File: config.mk
export PLATFORM = sky130hd
export DESIGN_NAME = sudoku_board_dp
export DESIGN_NICKNAME = d
export VERILOG_FILES = /design/src/rtl/sudoku_board_dp.sv
export SDC_FILE = /design/constraint.sdc
export NUM_CORES = 1
export LEC_CHECK = 0
export ABC_AREA = 1
export CORE_ASPECT_RATIO = 2
export CORE_MARGIN = 3
export CORE_UTILIZATION = 30
export CTS_BUF_LIST = sky130_fd_sc_hd__clkbuf_4 sky130_fd_sc_hd__clkbuf_8
export DETAILED_ROUTE_END_ITERATION = 10
export PLACE_DENSITY = 0.45
export SLEW_MARGIN = 15
export SYNTH_ARGS = -nofsm -noshare
export SYNTH_HDL_FRONTEND = slang
export SYNTH_SLANG_ARGS = --single-unit
File: constraint.sdc
create_clock -name clka -period 7.81 [get_ports clka]
set_input_delay 1.1715 -clock clka [delete_from_list [all_inputs] [get_ports clka]]
set_output_delay 1.1715 -clock clka [all_outputs]
set_load 0.02 [all_outputs]
File: src/rtl/sudoku_board_dp.sv
// sudoku_board_dp -- datapath responder for the sudoku game-control FSM.
//
// Owns the N x N board, the givens mask and the rotation seed of the solution
// pattern. All command flags except gen_rand are rising-edge detected, so a
// flag held high for several cycles acts only once.
//
// Ports
//   clka           in  1    system clock, rising edge
//   restart        in  1    asynchronous active-high reset
//   gen_rand_flag  in  1    level: advance the LFSR every cycle while high
//   set_board_flag in  1    rise: latch rotation seed from the LFSR
//   set_diff_flag  in  1    rise: latch difficulty and start a new FILL
//   cell_flag      in  1    rise: latch cell index from user_in[IDXW-1:0]
//   val_flag       in  1    rise: write user_in[3:0] to the latched cell
//   check_flag     in  1    rise: pulse check_done
//   user_in        in  8    user switches
//   solved         out 1    every cell holds its solution value
//   busy           out 1    high while the board is being filled
//   cell_err       out 1    latched cell is a given, out of range, or last write rejected
//   cur_val        out 4    board value at the latched cell (0 = empty)
//   check_done     out 1    one-cycle pulse answering a check request
module sudoku_board_dp #(
  parameter int          N         = 4,
  parameter int          BOX       = 2,
  parameter int          IDXW      = 4,
  parameter logic [15:0] LFSR_SEED = 16'hACE1
) (
  input  logic       clka,
  input  logic       restart,
  input  logic       gen_rand_flag,
  input  logic       set_board_flag,
  input  logic       set_diff_flag,
  input  logic       cell_flag,
  input  logic       val_flag,
  input  logic       check_flag,
  input  logic [7:0] user_in,
  output logic       solved,
  output logic       busy,
  output logic       cell_err,
  output logic [3:0] cur_val,
  output logic       check_done
);

  localparam int NC = N * N;
  localparam int FW = $clog2(NC);
  localparam int CW = $clog2(NC + 1);

  // positions of the edge-detected flags inside w_flags
  localparam int F_BOARD = 0;
  localparam int F_DIFF  = 1;
  localparam int F_CELL  = 2;
  localparam int F_VAL   = 3;
  localparam int F_CHECK = 4;

  typedef enum logic [1:0] {
    S_IDLE  = 2'd0,
    S_FILL  = 2'd1,
    S_READY = 2'd2
  } state_t;

  state_t          r_state;
  state_t          w_state_nxt;
  logic [15:0]     r_lfsr;
  logic [3:0]      r_seed;
  logic [1:0]      r_diff;
  logic [FW-1:0]   r_fill_idx;
  logic [CW-1:0]   r_match_cnt;
  logic [3:0]      r_board [NC];
  logic [NC-1:0]   r_mask;
  logic [IDXW-1:0] r_cell_idx;
  logic            r_cell_pend;
  logic            r_cell_err;
  logic [3:0]      r_cur_val;
  logic            r_solved;
  logic            r_busy;
  logic            r_chk_d1;
  logic            r_check_done;
  logic [4:0]      r_flag_q;

  logic [4:0]      w_flags;
  logic [4:0]      w_rise;
  logic            w_lfsr_fb;
  logic [2:0]      w_thr;
  logic            w_given;
  logic [3:0]      w_fill_sol;
  logic            w_idx_oob;
  logic [FW-1:0]   w_idx;
  logic [3:0]      w_v;
  logic            w_v_ok;
  logic [3:0]      w_old;
  logic [3:0]      w_sol;
  logic            w_cell_bad;
  logic            w_wr_ok;
  logic [CW-1:0]   w_cnt_dec;
  logic [CW-1:0]   w_cnt_inc;
  logic            w_unused;

  // Rotated Latin pattern: row r is shifted by r*BOX + r/BOX, which keeps
  // rows, columns and boxes free of repeats for any seed.
  function automatic logic [3:0] sol_f(input logic [FW-1:0] idx, input logic [3:0] seed);
    int r;
    int c;
    r = int'(idx) / N;
    c = int'(idx) % N;
    return 4'(((r * BOX + r / BOX + c + int'(seed)) % N) + 1);
  endfunction

  assign w_flags    = {check_flag, val_flag, cell_flag, set_diff_flag, set_board_flag};
  assign w_rise     = w_flags & ~r_flag_q;
  assign w_lfsr_fb  = r_lfsr[15] ^ r_lfsr[13] ^ r_lfsr[12] ^ r_lfsr[10];
  assign w_given    = (r_lfsr[2:0] < w_thr);
  assign w_fill_sol = sol_f(r_fill_idx, r_seed);
  // out-of-range indices are redirected to cell 0 so no array read goes past the end
  assign w_idx_oob  = (int'(r_cell_idx) >= NC);
  assign w_idx      = w_idx_oob ? '0 : FW'(r_cell_idx);
  assign w_v        = user_in[3:0];
  assign w_v_ok     = (w_v != 4'd0) && (int'(w_v) <= N);
  assign w_old      = r_board[w_idx];
  assign w_sol      = sol_f(w_idx, r_seed);
  assign w_cell_bad = w_idx_oob | r_mask[w_idx];
  assign w_wr_ok    = ~w_cell_bad & w_v_ok;
  assign w_cnt_dec  = CW'(w_old == w_sol);
  assign w_cnt_inc  = CW'(w_v == w_sol);
  assign w_unused   = ^user_in;

  // Difficulty to givens threshold: a cell is given when lfsr[2:0] < threshold.
  always_comb begin
    w_thr = 3'd6;
    case (r_diff)
      2'd0:    w_thr = 3'd6;
      2'd1:    w_thr = 3'd4;
      2'd2:    w_thr = 3'd2;
      2'd3:    w_thr = 3'd1;
      default: w_thr = 3'd6;
    endcase
  end

  // Game FSM next-state logic.
  always_comb begin
    w_state_nxt = r_state;
    case (r_state)
      S_IDLE: begin
        if (w_rise[F_DIFF]) w_state_nxt = S_FILL;
        else                w_state_nxt = S_IDLE;
      end
      S_FILL: begin
        if (r_fill_idx == FW'(NC - 1)) w_state_nxt = S_READY;
        else                           w_state_nxt = S_FILL;
      end
      S_READY: begin
        if (w_rise[F_DIFF]) w_state_nxt = S_FILL;
        else                w_state_nxt = S_READY;
      end
      default: w_state_nxt = S_IDLE;
    endcase
  end

  // State register, LFSR, board storage, counters and registered outputs.
  always_ff @(posedge clka or posedge restart) begin
    if (restart) begin
      r_state      <= S_IDLE;
      r_lfsr       <= LFSR_SEED;
      r_seed       <= 4'd0;
      r_diff       <= 2'd0;
      r_fill_idx   <= '0;
      r_match_cnt  <= '0;
      r_mask       <= '0;
      r_cell_idx   <= '0;
      r_cell_pend  <= 1'b0;
      r_cell_err   <= 1'b0;
      r_cur_val    <= 4'd0;
      r_solved     <= 1'b0;
      r_busy       <= 1'b0;
      r_chk_d1     <= 1'b0;
      r_check_done <= 1'b0;
      r_flag_q     <= 5'd0;
      for (int i = 0; i < NC; i++) r_board[i] <= 4'd0;
    end else begin
      r_flag_q    <= w_flags;
      r_state     <= w_state_nxt;
      r_busy      <= (w_state_nxt == S_FILL);
      r_cell_pend <= 1'b0;

      if (gen_rand_flag || (r_state == S_FILL)) r_lfsr <= {r_lfsr[14:0], w_lfsr_fb};

      if (w_rise[F_BOARD]) r_seed <= 4'(int'(r_lfsr[3:0]) % N);

      // error flag settles one cycle after the index is latched
      if (r_cell_pend) r_cell_err <= w_cell_bad;

      if (w_rise[F_DIFF] && (r_state != S_FILL)) begin
        r_diff      <= user_in[1:0];
        r_fill_idx  <= '0;
        r_match_cnt <= '0;
      end else if (r_state == S_FILL) begin
        r_mask[r_fill_idx]  <= w_given;
        r_board[r_fill_idx] <= w_given ? w_fill_sol : 4'd0;
        r_match_cnt         <= r_match_cnt + CW'(w_given);
        r_fill_idx          <= r_fill_idx + FW'(1);
      end else if (r_state == S_READY) begin
        if (w_rise[F_CELL]) begin
          r_cell_idx  <= user_in[IDXW-1:0];
          r_cell_pend <= 1'b1;
        end
        if (w_rise[F_VAL]) begin
          if (w_wr_ok) begin
            r_board[w_idx] <= w_v;
            r_match_cnt    <= r_match_cnt - w_cnt_dec + w_cnt_inc;
          end else begin
            r_cell_err <= 1'b1;
          end
        end
      end else begin
        r_fill_idx <= r_fill_idx;
      end

      r_cur_val <= w_idx_oob ? 4'd0 : r_board[w_idx];
      r_solved  <= (r_match_cnt == CW'(NC));
      // two-stage delay lines check_done up with solved after a same-cycle write
      r_chk_d1     <= w_rise[F_CHECK];
      r_check_done <= r_chk_d1;
    end
  end

  assign solved     = r_solved;
  assign busy       = r_busy;
  assign cell_err   = r_cell_err;
  assign cur_val    = r_cur_val;
  assign check_done = r_check_done;

endmodule

# After elaboration in Yosys (flattened, before gate mapping)
# Cells that the tools add are included.
[op_classes] add_sub_neg=12 n_lt_le_gt_ge=9 n_eq_ne=11 muxes=41 n_bitwise=13 n_reduce_logical=22
[ops] operator="64-bit 2-to-1 mux" n=4
[ops] operator="64-bit bitwise mux" n=2
[ops] operator="4-bit demux with 4-bit select" n=2
[ops] operator="4-bit 2-to-1 mux" n=7
[ops] operator="5-bit 2-to-1 mux" n=5
[ops] operator="4-bit binary-select mux with 4-bit select" n=1
[ops] operator="16-bit bitwise mux" n=1
[ops] operator="1-bit 2-to-1 mux" n=13
[ops] operator="3-bit case mux with 4 select lines" n=1
[ops] operator="5-bit by 1-bit adder with 5-bit output" n=2
[ops] operator="5-bit >= comparator, second input constant" n=2
[ops] operator="4-bit by 5-bit less-than comparator with 1-bit output, second input constant" n=2
[ops] operator="5-bit by 1-bit less-than comparator with 1-bit output, second input constant" n=2
[ops] operator="4-bit NOT with 5-bit output" n=2
[ops] operator="3-bit nonzero test" n=3
[ops] operator="2-bit adder" n=4
[ops] operator="3-bit by 2-bit adder with 4-bit output, second input constant" n=2
[ops] operator="4-bit == test" n=2
[ops] operator="4-bit AND reduction" n=2
[ops] operator="2-bit nonzero test" n=4
[ops] operator="2-bit by 1-bit == test with 1-bit output, second input constant" n=3
[ops] operator="2-bit == test, second input constant" n=3
[ops] operator="2-bit case mux with 3 select lines" n=1
[ops] operator="5-bit AND" n=1
[ops] operator="24 further kinds" n=37
[totals] reg_bits=130 inputBits=16 out_inout_bits=8 wordCells=140

# Logic depth before layout (Yosys ltp)
# Gate-level depths: netlist (run 1).
[logic_depth] ltp_word=14 ltp_mapped=24 mapped_depth_nobuf=23

# Least setup slack after synthesis (run 1)
# Ideal clock, no wire load.
[synth_path] path_type="input to register" start="input user_in[2]" end="register r_match_cnt[4]" setup_time_ns=0.117 arrival_ns=3.399 t_required_ns=7.693 setup_slack_ns=4.294 path_stages=15 path_buffers=1 cell_sequence="clkinv_1 > clkbuf_1 > nor2_1 > nor3_1 > nand4_1 > ha_1 > inv_1 > ha_1 > inv_1 > fa_1 > o31ai_1 > xor2_1 > o21a_1 > nand2_1 > nand2_1"
[synth_via] elab_chain_cells=7 word_cells_on_any_way=13 cone_classes="1 x add/sub; 1 x order compare; 1 x eq/ne; 5 x mux; 1 x bitwise; 4 x reduce/logical"
[synth_lines] item="start, declared" line_no="36" text="input logic [7:0] user_in,"
[synth_lines] item="4-bit == test" line_no="123" text="assign w_cnt_inc = CW'(w_v == w_sol);"
[synth_lines] item="5-bit by 1-bit adder with 5-bit output" line_no="208" text="r_match_cnt <= r_match_cnt - w_cnt_dec + w_cnt_inc;"
[synth_lines] item="5-bit 2-to-1 mux" line_no="206" text="if (w_wr_ok) begin"
[synth_lines] item="5-bit 2-to-1 mux" line_no="205" text="if (w_rise[F_VAL]) begin"
[synth_lines] item="5-bit 2-to-1 mux" line_no="200" text="end else if (r_state == S_READY) begin"
[synth_lines] item="5-bit 2-to-1 mux" line_no="195" text="end else if (r_state == S_FILL) begin"
[synth_lines] item="5-bit 2-to-1 mux" line_no="191" text="if (w_rise[F_DIFF] && (r_state != S_FILL)) begin"
[synth_lines] item="end signal, assigned" line_no="198" text="r_match_cnt <= r_match_cnt + CW'(w_given);"
[synth_lines] item="end signal, assigned" line_no="208"
[synth_lines] item="end, declared" line_no="67" text="logic [CW-1:0] r_match_cnt;"
# Parallel ways exist; a longest one is shown, timed or not. The select of a mux whose other input is x is not followed.
# A chain may end at the register's enable or synchronous reset.

# Final worst setup path (run 1)
[layout_path] start="register r_cell_idx[0]" end="register r_match_cnt[4]"
[layout_via] elab_chain_cells=13 word_cells_on_any_way=24 cone_classes="5 x add/sub; 2 x eq/ne; 10 x mux; 4 x bitwise; 3 x reduce/logical"
[layout_lines] item="start, declared" line_no="70" text="logic [IDXW-1:0] r_cell_idx;"
[layout_lines] item="start signal, assigned" line_no="202" text="r_cell_idx <= user_in[IDXW-1:0];"
[layout_lines] item="2-bit adder (2 in series)" line_no="105" text="return 4'(((r * BOX + r / BOX + c + int'(seed)) % N) + 1);"
[layout_lines] item="2-bit OR reduction (no line)"
[layout_lines] item="1-bit AND (no line)"
[layout_lines] item="3-bit by 2-bit adder with 4-bit output" line_no="105"
[layout_lines] item="4-bit == test" line_no="122" text="assign w_cnt_dec = CW'(w_old == w_sol);"
[layout_lines] item="5-bit by 1-bit subtractor with 5-bit output" line_no="208"
[layout_lines] item="5-bit by 1-bit adder with 5-bit output" line_no="208"
[layout_lines] item="5-bit 2-to-1 mux" line_no="206"
[layout_lines] item="5-bit 2-to-1 mux" line_no="205"
[layout_lines] item="5-bit 2-to-1 mux" line_no="200"
[layout_lines] item="5-bit 2-to-1 mux" line_no="195"
[layout_lines] item="5-bit 2-to-1 mux" line_no="191"
# Parallel ways exist; a longest one is shown, timed or not. The select of a mux whose other input is x is not followed.

==> metrics list, run 1 <==
- Yosys printed 0 warnings.
- Sum of overflow across all layers after global routing: 0
- Asr flop ratio synth: 100.0%
- TritonCTS clock tree: yes
* Sequential area share after synthesis: a little under half
* Top cell by count, worst path: sky130_fd_sc_hd__ha_1
- Fillers: about 2500
- Synthesized cell area: 7218 sq um
- Entering global routing, the biggest net connects 81 pins.
- The worst register-to-register path has a setup slack of 3.17 ns.
* Net Count, Synth: between 900 and 1000
* Class of the most critical hold timing path: reg -> reg
- The final layout contains 951 nets.
- The clock network accounts for 23.1% of the total power.
- Source of the worst hold timing path: r_chk_d1
* Crit-path max cell delay: 0.74 ns
- Core area: 23430 sq um
- For this run, the detailed router's first-pass iteration total came to 4.
- In the final layout, the share of cells above drive strength 1 is 8.017%.
* Maximum fanout along the worst path: 18
- Worst reg-to-reg path cell count: 19
- The die is 225.4 um tall.
- Crit path DAT: 5.01 ns
- For this run, design rule violations remaining after detail routing come to 0.
- Power spread over the standard cell area amounts to 387.3 nW/um^2.
* Per-cell routed wire length: ~18 um
- The die is 115.7 um wide.
* Starting DRC count in detailed routing: 321
- Category of the worst setup path launch point: flip-flop
- Initial cell density of the core: 30.81%
- Worst reg2reg endpoint: r_match_cnt[4]
* Reg-to-Reg Start: r_cell_idx[0]
* Status: finished, final reports clean
- Via count of the first global-routing pass: 6266
* Maximum clock frequency: about 220 MHz
* Count of hold-fix buffers inserted at cts: 0
- Half-perimeter wire length after detailed placement: 15370 um
- Switching portion of total power: 44.71%
* Gp weighted congestion: just over 0.8
* Crit Path Category: reg -> reg
* Number of top-level pins: 24
* Initial antenna violation count: 0
- List of cells traversed by the critical path: buf_4, inv_2, fa_1, xnor2_1, xnor2_1, ha_1, xor2_1, nor3_1, nand4_1, ha_1, inv_1, ha_1, inv_1, fa_1, o31ai_1, xor2_1, o21a_1, nand2_1, nand2_1
- The share of total power dissipated in combinational logic is between 40% and 50%.
* Part of the power in registers: 32.1%
- Floorplan row count: 79
- The number of clock buffers added by TritonCTS is 17.
- Pins Over Slew Limit: 0
- CTS sink cnt: 130
* Yosys cell types: 38
- The worst path in the final design needs a cycle of 4.636 ns, including I/O delays and setup.
- Count of final setup violators: 0
- Quantity of I/O buffers inserted on ports: 19
- Number of synthesized flops with an enable pin: 0
- After synthesis the netlist holds a flip-flop and latch count of 130.
* Setup Buffers After CTS: 0
* Share of the cycle needed by the critical path after routing: 59.35%
- Reported net switching power: 1400 uW
* Sum of negative setup slack: 0 ns
* Area overhead of the layout relative to synthesis: 12.00%
- Count of cells resized by post-cts repair: 0
* Prevailing post-synth register cell: sky130_fd_sc_hd__dfrtp_1
* Worst Tran Pin Value: 1.055 ns
- Dominant delay contributor by cell family on the critical path: adder cells
* Number of cells on the worst hold path: 0
- # H-tree levels: 4
- Kind of capture point of the worst setup path: flip-flop
- Hold Violations, Final: 0
- IR analysis of the VDD net gives a maximum drop of 0.2112 mV.
* End point of the worst hold path: check_done
- After clock tree synthesis, the clock-pin slew on the worst setup and hold paths is 0.07 ns.
- Register cell area after layout: about 3300 sq um
* Overall fraction of global-route tracks in use: 17.87%
- Measured against its own limit, the worst slew margin works out to between 20 and 30%.
* Syn Inst Count: approximately 900
- Leak: 0.003972 uW
* Most frequent cells in the layout: sky130_fd_sc_hd__nand2_1, sky130_fd_sc_hd__dfrtp_1, sky130_fd_sc_hd__inv_1
- Post-DR vias/cell: 5.061
- The routed layout has 6103 vias.
- For this block, the routed nets add up to 21860 um of wire.
- In the post-route analysis, the smallest setup slack over all paths is 3.174 ns.
- Count of antenna-violating nets left after detailed routing: 0
* Total area of multi-input combinational cells: 3427 sq um
- On the critical path, the stage with the largest delay is an instance of sky130_fd_sc_hd__dfrtp_1.
- Die ar.: 26070 sq um
- Before CTS, the worst setup slack after placement is 3.133 ns.
* Most common library cell in the layout ignoring fill and taps: sky130_fd_sc_hd__nand2_1
- Clock tree synthesis selected as its root buffer the cell sky130_fd_sc_hd__clkbuf_8.
- Synthesized area per cell: between 7 and 8 sq um
- The longest clock path from root to sink contains 2 buffers.
* Unrepaired setup endpoints after global routing: false
* Internal power component: around 1700 uW
* Clock latency at the later pin of the worst-skew pair: ~0.49 ns
- 0 antenna diodes ended up in the layout.
- Between clock sinks in the finished design, the worst skew comes to ~0.01 ns.
* Number of buffer and inverter stages on the critical path: 4
* Worst setup startpoint: r_cell_idx[0]
- First-pass GRT wire length: 34650 um
* Max cap viols: 0
* Worst Path Required: 8.19 ns
==> through the flow <==
stage | hold slack [ns] | power (uW) | utilization, % | std cells | area (sq um)
3_3_place_gp | 0.3398 | 2408 | 32.43 | 1174 | 7596
4_1_cts | 0.3633 | 3155 | 34.51 | 1206 | 8084
6_report | 0.3554 | 3131 | 34.51 | 1206 | 8084
2_1_floorplan | 0.3312 | 2036 | - | 904 | 7218
3_5_place_dp | 0.3449 | 2421 | 32.43 | 1174 | 7596
5_1_grt | 0.3702 | 3375 | 34.51 | 1206 | 8084
==> final cells by class <==
| cell class | count | share of cell area [%] |
|---|---|---|
| Multi-Input combinational cell | 653 | 42.39 |
| Sequential cell | 130 | 40.37 |
| Timing Repair Buffer | 25 | 2.910 |
| Tap cell | 283 | 4.380 |
| Clock buffer | 22 | 3.513 |
| Clock inverter | 10 | 2.523 |
| Inverter | 83 | 3.916 |
==> worst max-delay path by stage <==
stage	depth (start not counted)	end
after CTS	20	r_match_cnt[4]
after global placement	20	r_match_cnt[4]
after global routing	19	r_match_cnt[4]
final	19	r_match_cnt[4]
after floorplan	1	busy
after detailed placement	20	r_match_cnt[4]
==> synthesized netlist by cell type, drive strengths merged (3+ instances only) <==
cell	count	share of area, %
clkbuf	18	0.94
o22ai	49	4.2
xnor2	10	1.2
o21ai	56	3.9
fa	3	0.83
nand2	329	17
ha	22	3.8
nor2	32	1.8
dfrtp	122	42
nor3	7	0.62
dfstp	8	2.9
xor2	5	0.61
inv	78	4.1
buf	20	2.1
nand4	65	5.6
nand3	48	5.2
a21oi	18	1.2
clkinv	5	0.26
==> power by group through the flow <==
stage | Combinational, uW | Clock [uW] | Sequential (uW)
6_report | 1400 | 722 | 1010
5_1_grt | 1580 | 767 | 1030
4_1_cts | 1410 | 741 | 1010
3_5_place_dp | 1400 | 0 | 1020
3_3_place_gp | 1390 | 0 | 1020
2_1_floorplan | 1050 | 0 | 986
==> metal layers <==
metal | track usage, % | vias up | part of all wire (%)
li1 | - | 3024 | -
met1 | 19.19 | 2923 | 38
met2 | 32.82 | 113 | 55
met3 | 3.359 | 43 | 2.8
met4 | 8.655 | 0 | 3.7
met5 | 0 | - | 0
==> kinds of logic (layout without fill, tap and decap cells) <==
group / count (synthesis) / in the layout / synth area share [%]
AND/OR/NAND/NOR: 484 / 484 / 30.87
flip-flops: 130 / 130 / 45.21
AO/OA/AOI/OAI: 128 / 128 / 9.985
buffers and inverters: 121 / 140 / 7.315
adder cells (fa/ha/maj): 25 / 25 / 4.645
XOR/XNOR: 15 / 15 / 1.820
multiplexers: 1 / 1 / 0.1560
==> registers in the layout, summed over array words and instances (netlist names) <==
register     cells
r_state          2
r_cell_idx       4
r_lfsr          16
r_fill_idx       4
r_seed           2
r_chk_d1         1
r_mask          16
cell_err         1
r_cell_pend      1
busy             1
r_board         64
solved           1
cur_val          4
check_done       1
r_match_cnt      5
r_diff           2
r_flag_q         5
(Power assumes the default switching activity.)
==> inputs of run 2 (changes only) <==
- PLACE_DENSITY: 0.45 -> 0.46
- clock period: 7.81 -> 3.9 ns (I/O delays scaled with it)
==> run 2 against run 1 <==
  * Core utilization is 0.99 points higher
  * Cell count is 1.9% higher
  * Worst setup slack worse by 2.9 ns
  * Maximum frequency is 26% higher
  * Total power is 100% higher
  * Die area stayed put
  * Global-route usage is 0.33 points higher
  * Sequential power is 99% higher
  * Critical endpoint unchanged
  * Largest power group unchanged
==> metrics list, run 2 (synthesis results as in run 1) <==
- Per-cell routed wire length: 17.99 um (-0.77%)
* Maximum clock frequency: 272.2 MHz (+26%)
- Minimum clock period: 3.674 ns (-0.9619 ns)
- Floorplan row count: 79 (unchanged)
- Worst setup startpoint: r_cell_idx[3]
- The number of endpoints with negative hold slack in the final report came to 0 (unchanged).
- Residual DRC: 0 (unchanged)
- Final layout net count: 974 (+2.4%)
- The multi-input gate area in the final layout came to 3432 sq um (+0.15%).
* Largest registers: r_board: 64 flops, r_lfsr: 16 flops, r_mask: 16 flops
* CTS sink cnt: 130 (unchanged)
* # H-tree levels: 4 (unchanged)
* Gp weighted congestion: 0.8417 (+2.3%)
- Die ar.: 26070 sq um (unchanged)
- The flip-flop count of the largest register, all copies and words added came to 64 (unchanged).
* Final design area excluding fillers: 8315 sq um (+2.9%)
* Half-perimeter wire length after detailed placement: 15830 um (+2.9%)
- The final worst clock skew is 0.01366 ns (+0.003578 ns).
* Crit path DAT: 4.03 ns (-0.98 ns)
* Starting DRC count in detailed routing: 234 (-27%)
- Unrepaired setup endpoints after global routing: false
- The cell area power density came to 771.4 nW/um^2 (+99%).
* Pins Over Slew Limit: 0 (unchanged)
* Class of the most critical hold timing path: reg -> reg
- Die height: 225.4 um (unchanged)
- Top register by number of flip-flops: r_board
- The critical path in this run is classified as reg -> reg.
* Area overhead of the layout relative to synthesis: 15.20%
- Max cap viols: 0 (unchanged)
* Most common library cell in the layout ignoring fill and taps: sky130_fd_sc_hd__nand2_1
- Reg-to-Reg Start: r_cell_idx[3]
- Clock slew at the register clock pins of the worst setup and hold paths: 0.08 ns (about the same)
- The fill cell total of the finished layout came to 2489 (+1.1%).
* Initial antenna violation count: 0 (unchanged)
* Kind of capture point of the worst setup path: flip-flop
- Die X: 115.7 um (unchanged)
* TritonCTS clock tree: yes
- The run finished with clean final reports.
- The global routing usage summed across all routing layers is 18.20% (+0.33 points).
* Root buffer selected by CTS: sky130_fd_sc_hd__clkbuf_8
- Sum of negative setup slack: 0 ns (unchanged)
- Initial cell density of the core: 30.81% (unchanged)
- Quantity of I/O buffers inserted on ports: 19 (unchanged)
- Vias post-DR: 6264 (+2.6%)
- The layout cell share with drive strength beyond 1 came to 10.36% (+2.3 points).
- The post-route clock period utilization was 94.20% (+35 points).
- Count of hold-fix buffers inserted at cts: 0 (unchanged)
* Number of CTS-inserted buffers: 17 (unchanged)
* Clock latency at the later pin of the worst-skew pair: 0.47 ns (-0.02 ns)
* WL final: 22110 um (+1.1%)
* Maximum fanout along the worst path: 4 (-14)
- Number of top-level pins: 24 (unchanged)
- The number of setup violations in the final report came to 0 (unchanged).
* Post-DR vias/cell: 5.097 (+0.72%)
* Number of optimization iterations in the first detailed-route pass: 5 (+1)
- The transition time of the tightest slew-check pin came to 0.9779 ns (-0.07695 ns).
- Via count of the first global-routing pass: 6369 (+1.6%)
* Worst Path Required: 4.26 ns (-3.93 ns)
- Leak: 0.004090 uW (+3.0%)
* Largest net degree at the start of global routing: 131 (+62%)
* Count of antenna-violating nets left after detailed routing: 0 (unchanged)
- The antenna diode count came to 0 (unchanged).
- Register cell area after layout: 3263 sq um (unchanged)
* Source of the worst hold timing path: r_chk_d1
- Category of the worst setup path launch point: flip-flop
- Worst vdd ir: 0.5901 mV (+180%)
- The maximum buffer depth of the clock tree came to 2 (unchanged).
- The core area came to 23430 sq um (unchanged).
- The remaining global-route overflow is 0 (unchanged).
* Placed instance area: 7843 sq um (+3.2%)
- Max transition margin: 34.65% (+5.0 points)
- Most frequent cells in the layout: sky130_fd_sc_hd__nand2_1, sky130_fd_sc_hd__dfrtp_1, sky130_fd_sc_hd__inv_1
* First-pass GRT wire length: 35510 um (+2.5%)
-- run 2: cell types whose count changed in the layout (fill, tap and decap cells not counted) --
| cell | delta |
|---|---|
| sky130_fd_sc_hd__buf_4 | +17 |
| sky130_fd_sc_hd__buf_12 | +6 |
| sky130_fd_sc_hd__clkinvlp_4 | +3 |
| sky130_fd_sc_hd__clkinv_2 | -2 |
| sky130_fd_sc_hd__clkinv_4 | +2 |
| sky130_fd_sc_hd__bufinv_16 | -1 |
| sky130_fd_sc_hd__clkbuf_4 | -1 |
| sky130_fd_sc_hd__clkbuf_8 | -1 |
| sky130_fd_sc_hd__o31ai_1 | -1 |
| sky130_fd_sc_hd__o31ai_2 | +1 |
-- run 2: final timing paths --
check | endpoint | slack [ns] | cells past startpoint
max reg2reg | r_match_cnt[4] | 0.23 | 18
max in group asynchronous | r_mask[14] | 2.61 | 3
min | check_done | 0.35 | 0
min reg2reg | check_done | 0.35 | 0
min in group asynchronous | r_board[39] | 0.62 | 3
max | r_match_cnt[4] | 0.23 | 18
-- run 2: layer usage --
| metal | routed length [um] | global-route usage, % |
|---|---|---|
| met1 | 8403 | 19.35 |
| met2 | 12110 | 33.78 |
| met3 | 656 | 3.306 |
| met4 | 936 | 8.730 |
| met5 | 0 | 0 |
-- run 2: per-stage QoR --
stage / total power (uW) / util, % / hold slack (ns) / cells / setup slack [ns]
floorplan: 4077 / - / 0.3312 / 904 / 0.3947
global placement: 5047 / 33.48 / 0.3451 / 1197 / 0.1528
detailed placement: 5080 / 33.48 / 0.3404 / 1197 / 0.1516
CTS: 6483 / 35.48 / 0.3597 / 1229 / 0.1301
global route: 6920 / 35.50 / 0.3724 / 1229 / 0.004805
finish: 6415 / 35.50 / 0.3546 / 1229 / 0.2263
-- run 2: layout make-up --
type,instances,area share (%)
inverter,83,3.792
clock inverter,12,2.468
multi-input combinational,653,41.27
tap,283,4.258
sequential,130,39.24
timing repair buffer,48,5.808
clock buffer,20,3.160
-- run 2: worst max-delay path, cell delays in order (launching register included) --
cell                      delay, ns
sky130_fd_sc_hd__dfrtp_1       0.40
sky130_fd_sc_hd__inv_1         0.11
sky130_fd_sc_hd__fa_1          0.38
sky130_fd_sc_hd__xnor2_1       0.14
sky130_fd_sc_hd__xnor2_1       0.21
sky130_fd_sc_hd__ha_1          0.31
sky130_fd_sc_hd__xor2_1        0.16
sky130_fd_sc_hd__nor3_1        0.13
sky130_fd_sc_hd__nand4_1       0.10
sky130_fd_sc_hd__ha_1          0.29
sky130_fd_sc_hd__inv_1         0.08
sky130_fd_sc_hd__ha_1          0.19
sky130_fd_sc_hd__inv_1         0.06
sky130_fd_sc_hd__fa_1          0.40
sky130_fd_sc_hd__o31ai_2       0.22
sky130_fd_sc_hd__xor2_1        0.10
sky130_fd_sc_hd__o21a_1        0.17
sky130_fd_sc_hd__nand2_1       0.06
sky130_fd_sc_hd__nand2_1       0.05
-- run 2: power by group --
part	switching, uW	internal [uW]
combinational	2050	982
sequential	271	1740
clock	582	796
total	2900	3510
-- run 2: what timing repair did --
item / 4_1_cts / 5_1_grt
setup buffers: 0 / 0
endpoints found under the setup margin: 0 / 1
gates resized for setup: 0 / 1
==> inputs of run 3 (changes only) <==
- ABC_AREA: 1 -> not set
- CORE_UTILIZATION: 30 -> 36
- PLACE_DENSITY: 0.46 -> 0.54
==> run 3 against run 2 <==
  * Sequential cell count unchanged
  * Cell count down 31%
  * Largest power group unchanged
  * Core utilization up 7.3 points
  * Critical path depth down 1
  * Synthesized cell count down 36%
  * Count of clock-buffer cells in the layout up 2
  * Critical path type unchanged
  * Maximum frequency down 0.12%
  * Area after synthesis down 6.6%
  * Die area down 21%
==> metrics list, run 3 <==
- Status: finished, final reports clean
* Quantity of I/O buffers inserted on ports: 19 (unchanged)
- The switching power total came to 2534 uW (-13%).
- Crit Path Category: reg -> reg
* Kind of capture point of the worst setup path: flip-flop
- The number of endpoints with negative hold slack in the final report was 0 (unchanged).
- By area the synthesized netlist is led by sky130_fd_sc_hd__dfrtp_1, sky130_fd_sc_hd__mux4_2, sky130_fd_sc_hd__mux2_2, sky130_fd_sc_hd__o2bb2ai_1, sky130_fd_sc_hd__a22oi_1.
- Power per unit of standard cell area: 818.4 nW/um^2 (+6.1%)
* Sum of negative setup slack: 0 ns (unchanged)
- The sequential fraction of design power came to 33.7% (+2.4 points).
* Overall fraction of global-route tracks in use: 18.82% (+0.62 points)
* Worst reg-to-reg path cell count: 17 (-1)
* Largest registers: r_board: 64 flops, r_lfsr: 16 flops, r_mask: 16 flops
- Among all flip-flop cells after synthesis, the most frequent one is sky130_fd_sc_hd__dfrtp_1.
* Net Count, Synth: 621 (-34%)
- The endpoint arrival time on the critical path came to 4.05 ns (+0.02 ns).
- The worst slew slack as a fraction of its limit is 37.14% (+2.5 points).
* Placed cell count: 806 (-33%)
* Share of layout cells above drive strength 1: 23.33% (+13 points)
- The fill cell total of the finished layout came to 1753 (-30%).
- Post-DR vias/cell: 5.760 (+13%)
* Final layout net count: 658 (-32%)
- The flip-flop count of the largest register, all copies and words added came to 64 (unchanged).
- The maximum buffer depth of the clock tree came to 2 (unchanged).
- Register-to-register path setup slack: 0.22 ns (about the same)
- The total count of max-transition violations in the final report is 0 (unchanged).
* Synthesized cell area: 6741 sq um (-6.6%)
- Number of optimization iterations in the first detailed-route pass: 5 (unchanged)
- The antenna diode count was 0 (unchanged).
- Reg-to-Reg Start: r_cell_idx[1]
* Clock slew at the register clock pins of the worst setup and hold paths: 0.07 ns (about the same)
- The post-route non-filler standard cell count came to 846 (-31%).
* # H-tree levels: 4 (unchanged)
- The vias after detailed routing came to 4873 (-22%).
- WL final: 18500 um (-16%)
- Minimum clock period: 3.678 ns (+0.004412 ns)
- Internal power component: 3881 uW (+10%)
- Area share of the leading cell type in the synthesized netlist: 45.29% (+3.0 points)
- Category of the worst setup path launch point: flip-flop
- The largest voltage drop on the vdd net was 0.5182 mV (-12%).
- The detailed placer's ending HPWL came to 12870 um (-19%).
- The die extent in x came to 102.8 um (-11%).
- Core area: 18310 sq um (-22%)
* Class of the most critical hold timing path: reg -> reg
- Die height: 199.5 um (-11%)
* Dominant cell by count in the synthesized netlist: sky130_fd_sc_hd__dfrtp_1
* CTS sink cnt: 130 (unchanged)
* Most common library cell in the layout ignoring fill and taps: sky130_fd_sc_hd__dfrtp_1
- The effective utilization at floorplan was 36.83% (+6.0 points).
* Switching portion of total power: 39.50% (-5.7 points)
- Synthesized area per cell: 11.62 sq um (+46%)
- Max cap viols: 0 (unchanged)
* Residual DRC: 0 (unchanged)
- The number of setup violations in the final report came to 0 (unchanged).
* Per-cell routed wire length: 21.87 um (+22%)
- Combinational Power Share: 46.1% (-1.1 points)
- The transition time of the tightest slew-check pin is 0.9423 ns (-0.03556 ns).
- Source of the worst hold timing path: r_chk_d1
- The number of warnings issued by yosys is 0 (unchanged).
* Leak: 0.003286 uW (-20%)
- Via count of the first global-routing pass: 5176 (-19%)
- Setup repair after global routing left no endpoint under its margin.
* Number of CTS-inserted buffers: 17 (unchanged)
- The number of rows created at floorplan came to 70 (-11%).
- Number of cells on the worst hold path: 0 (unchanged)
* Count of hold-fix buffers inserted at cts: 0 (unchanged)
- The final weighted congestion in routability-driven placement was 0.8416 (about the same).
- The remaining global-route overflow is 0 (unchanged).
- Worst Path Required: 4.27 ns (about the same)
- Maximum clock frequency: 271.9 MHz (-0.12%)
- Clock Skew: 0.009823 ns (-0.003835 ns)
* Share of the cycle needed by the critical path after routing: 94.31% (+0.11 points)
- Syn Inst Count: 580 (-36%)
* Worst reg2reg endpoint: r_match_cnt[4]
- Portion of total power attributed to the clock network: 20.2% (-1.3 points)
- Biggest area consumer among synthesized cells: sky130_fd_sc_hd__dfrtp_1
- Die ar.: 20500 sq um (-21%)
- The largest fanout on the critical path is 10 (+6).
- Clock latency at the later pin of the worst-skew pair: 0.45 ns (-0.02 ns)
- The share of flip-flops with an asynchronous set or reset after synthesis came to 100.0% (unchanged).
- The wire length of the first global-routing pass came to 28590 um (-19%).
- TritonCTS clock tree: yes
- The number of I/O pins came to 24 (unchanged).
* Yosys cell types: 50 (+32%)
- The maximum number of pins on one net before global-route repair was 131 (unchanged).
- The part of the Yosys area used for sequential elements was 48.40% (+3.2 points).
* Top register by number of flip-flops: r_board
* Count of antenna-violating nets left after detailed routing: 0 (unchanged)
- The worst hold path terminates at check_done.
- Relative to the synthesized area, the layout overhead comes to 16.26%.
* Initial antenna violation count: 0 (unchanged)
* Starting DRC count in detailed routing: 255 (+9.0%)
* Most frequent cells in the layout: sky130_fd_sc_hd__dfrtp_1, sky130_fd_sc_hd__a22oi_1, sky130_fd_sc_hd__o2bb2ai_1
* Number of synthesized flops with an enable pin: 0 (unchanged)
- #FFs+latches synth: 130 (unchanged)
- Most frequent cells after synthesis: sky130_fd_sc_hd__dfrtp_1, sky130_fd_sc_hd__a22oi_1, sky130_fd_sc_hd__o2bb2ai_1
- Root buffer selected by CTS: sky130_fd_sc_hd__clkbuf_8
[run 3: worst max-delay path: stages (launching register included)]
cell and delay (ns):
sky130_fd_sc_hd__dfrtp_2 0.43, sky130_fd_sc_hd__buf_4 0.17, sky130_fd_sc_hd__clkbuf_16 0.17, sky130_fd_sc_hd__buf_4 0.15, sky130_fd_sc_hd__mux4_2 0.30, sky130_fd_sc_hd__mux4_2 0.54
sky130_fd_sc_hd__nor3_2 0.19, sky130_fd_sc_hd__ha_1 0.25, sky130_fd_sc_hd__inv_1 0.06, sky130_fd_sc_hd__ha_2 0.17, sky130_fd_sc_hd__inv_1 0.05, sky130_fd_sc_hd__fa_2 0.34
sky130_fd_sc_hd__inv_1 0.06, sky130_fd_sc_hd__a21oi_1 0.05, sky130_fd_sc_hd__o21bai_1 0.18, sky130_fd_sc_hd__xnor2_1 0.11, sky130_fd_sc_hd__o31a_1 0.25, sky130_fd_sc_hd__a31oi_1 0.13
[run 3: metrics by stage]
stage	cell area (sq um)	hold WS, ns	power, uW	util (%)	setup WS (ns)
finish	7838	0.3603	6415	42.82	0.2219
global route	7838	0.3781	6837	42.82	0.02064
CTS	7725	0.3654	6388	42.20	0.002663
detailed placement	7279	0.3419	5068	39.77	0.01805
global placement	7279	0.3396	4990	39.77	0.03706
floorplan	6748	0.3312	4155	-	0.05237
[run 3: worst max path at each step]
stage                   from              to  slack (ns)  depth (start not counted)
2_1_floorplan  r_cell_idx[0]  r_match_cnt[4]        0.05                         22
3_3_place_gp       r_seed[0]  r_match_cnt[4]        0.04                         20
3_5_place_dp       r_seed[0]  r_match_cnt[4]        0.02                         20
4_1_cts            r_seed[0]  r_match_cnt[4]       0.003                         20
5_1_grt        r_cell_idx[1]  r_match_cnt[4]        0.02                         18
6_report       r_cell_idx[1]  r_match_cnt[4]        0.22                         17
[run 3: timing repair]
action	in CTS	in global routing
gates resized for setup	0	11
buffers inserted	0	7
endpoints found under the setup margin	0	2
[run 3: kinds of logic (layout without fill, tap and decap cells)]
group / Yosys count / in the layout / synth area share, %
buffers and inverters: 60 / 110 / 3.563
AOI/OAI and AO/OA: 149 / 149 / 15.87
and+or+nand+nor: 124 / 124 / 9.354
muxes: 69 / 69 / 14.85
xor gates and xnor gates: 23 / 23 / 2.988
adders and majority gates: 25 / 25 / 4.974
DFF: 130 / 130 / 48.40
[run 3: cell type report]
type / count / area (sq um) / area share, %
Multi-Input combinational cell: 390 / 3276 / 41.79
Clock inverter: 10 / 155.1 / 1.980
Sequential cell: 130 / 3264 / 41.65
Inverter: 26 / 101.3 / 1.293
Tap cell: 216 / 270.3 / 3.448
Timing Repair Buffer: 52 / 480.5 / 6.130
Clock buffer: 22 / 290.3 / 3.704
[run 3: metal layers]
metal	global-route usage, %	wire length [um]
met1	19.89	6615
met4	11.29	1075
met2	34.03	10180
met5	0	0
met3	3.040	631
[run 3: power by group through the flow]
| stage | clock, uW | sequential [uW] | combinational [uW] |
|---|---|---|---|
| 4_1_cts | 1320 | 2160 | 2910 |
| 3_5_place_dp | 0 | 2180 | 2890 |
| 5_1_grt | 1380 | 2220 | 3240 |
| 3_3_place_gp | 0 | 2160 | 2830 |
| 2_1_floorplan | 0 | 2080 | 2070 |
| 6_report | 1300 | 2160 | 2960 |
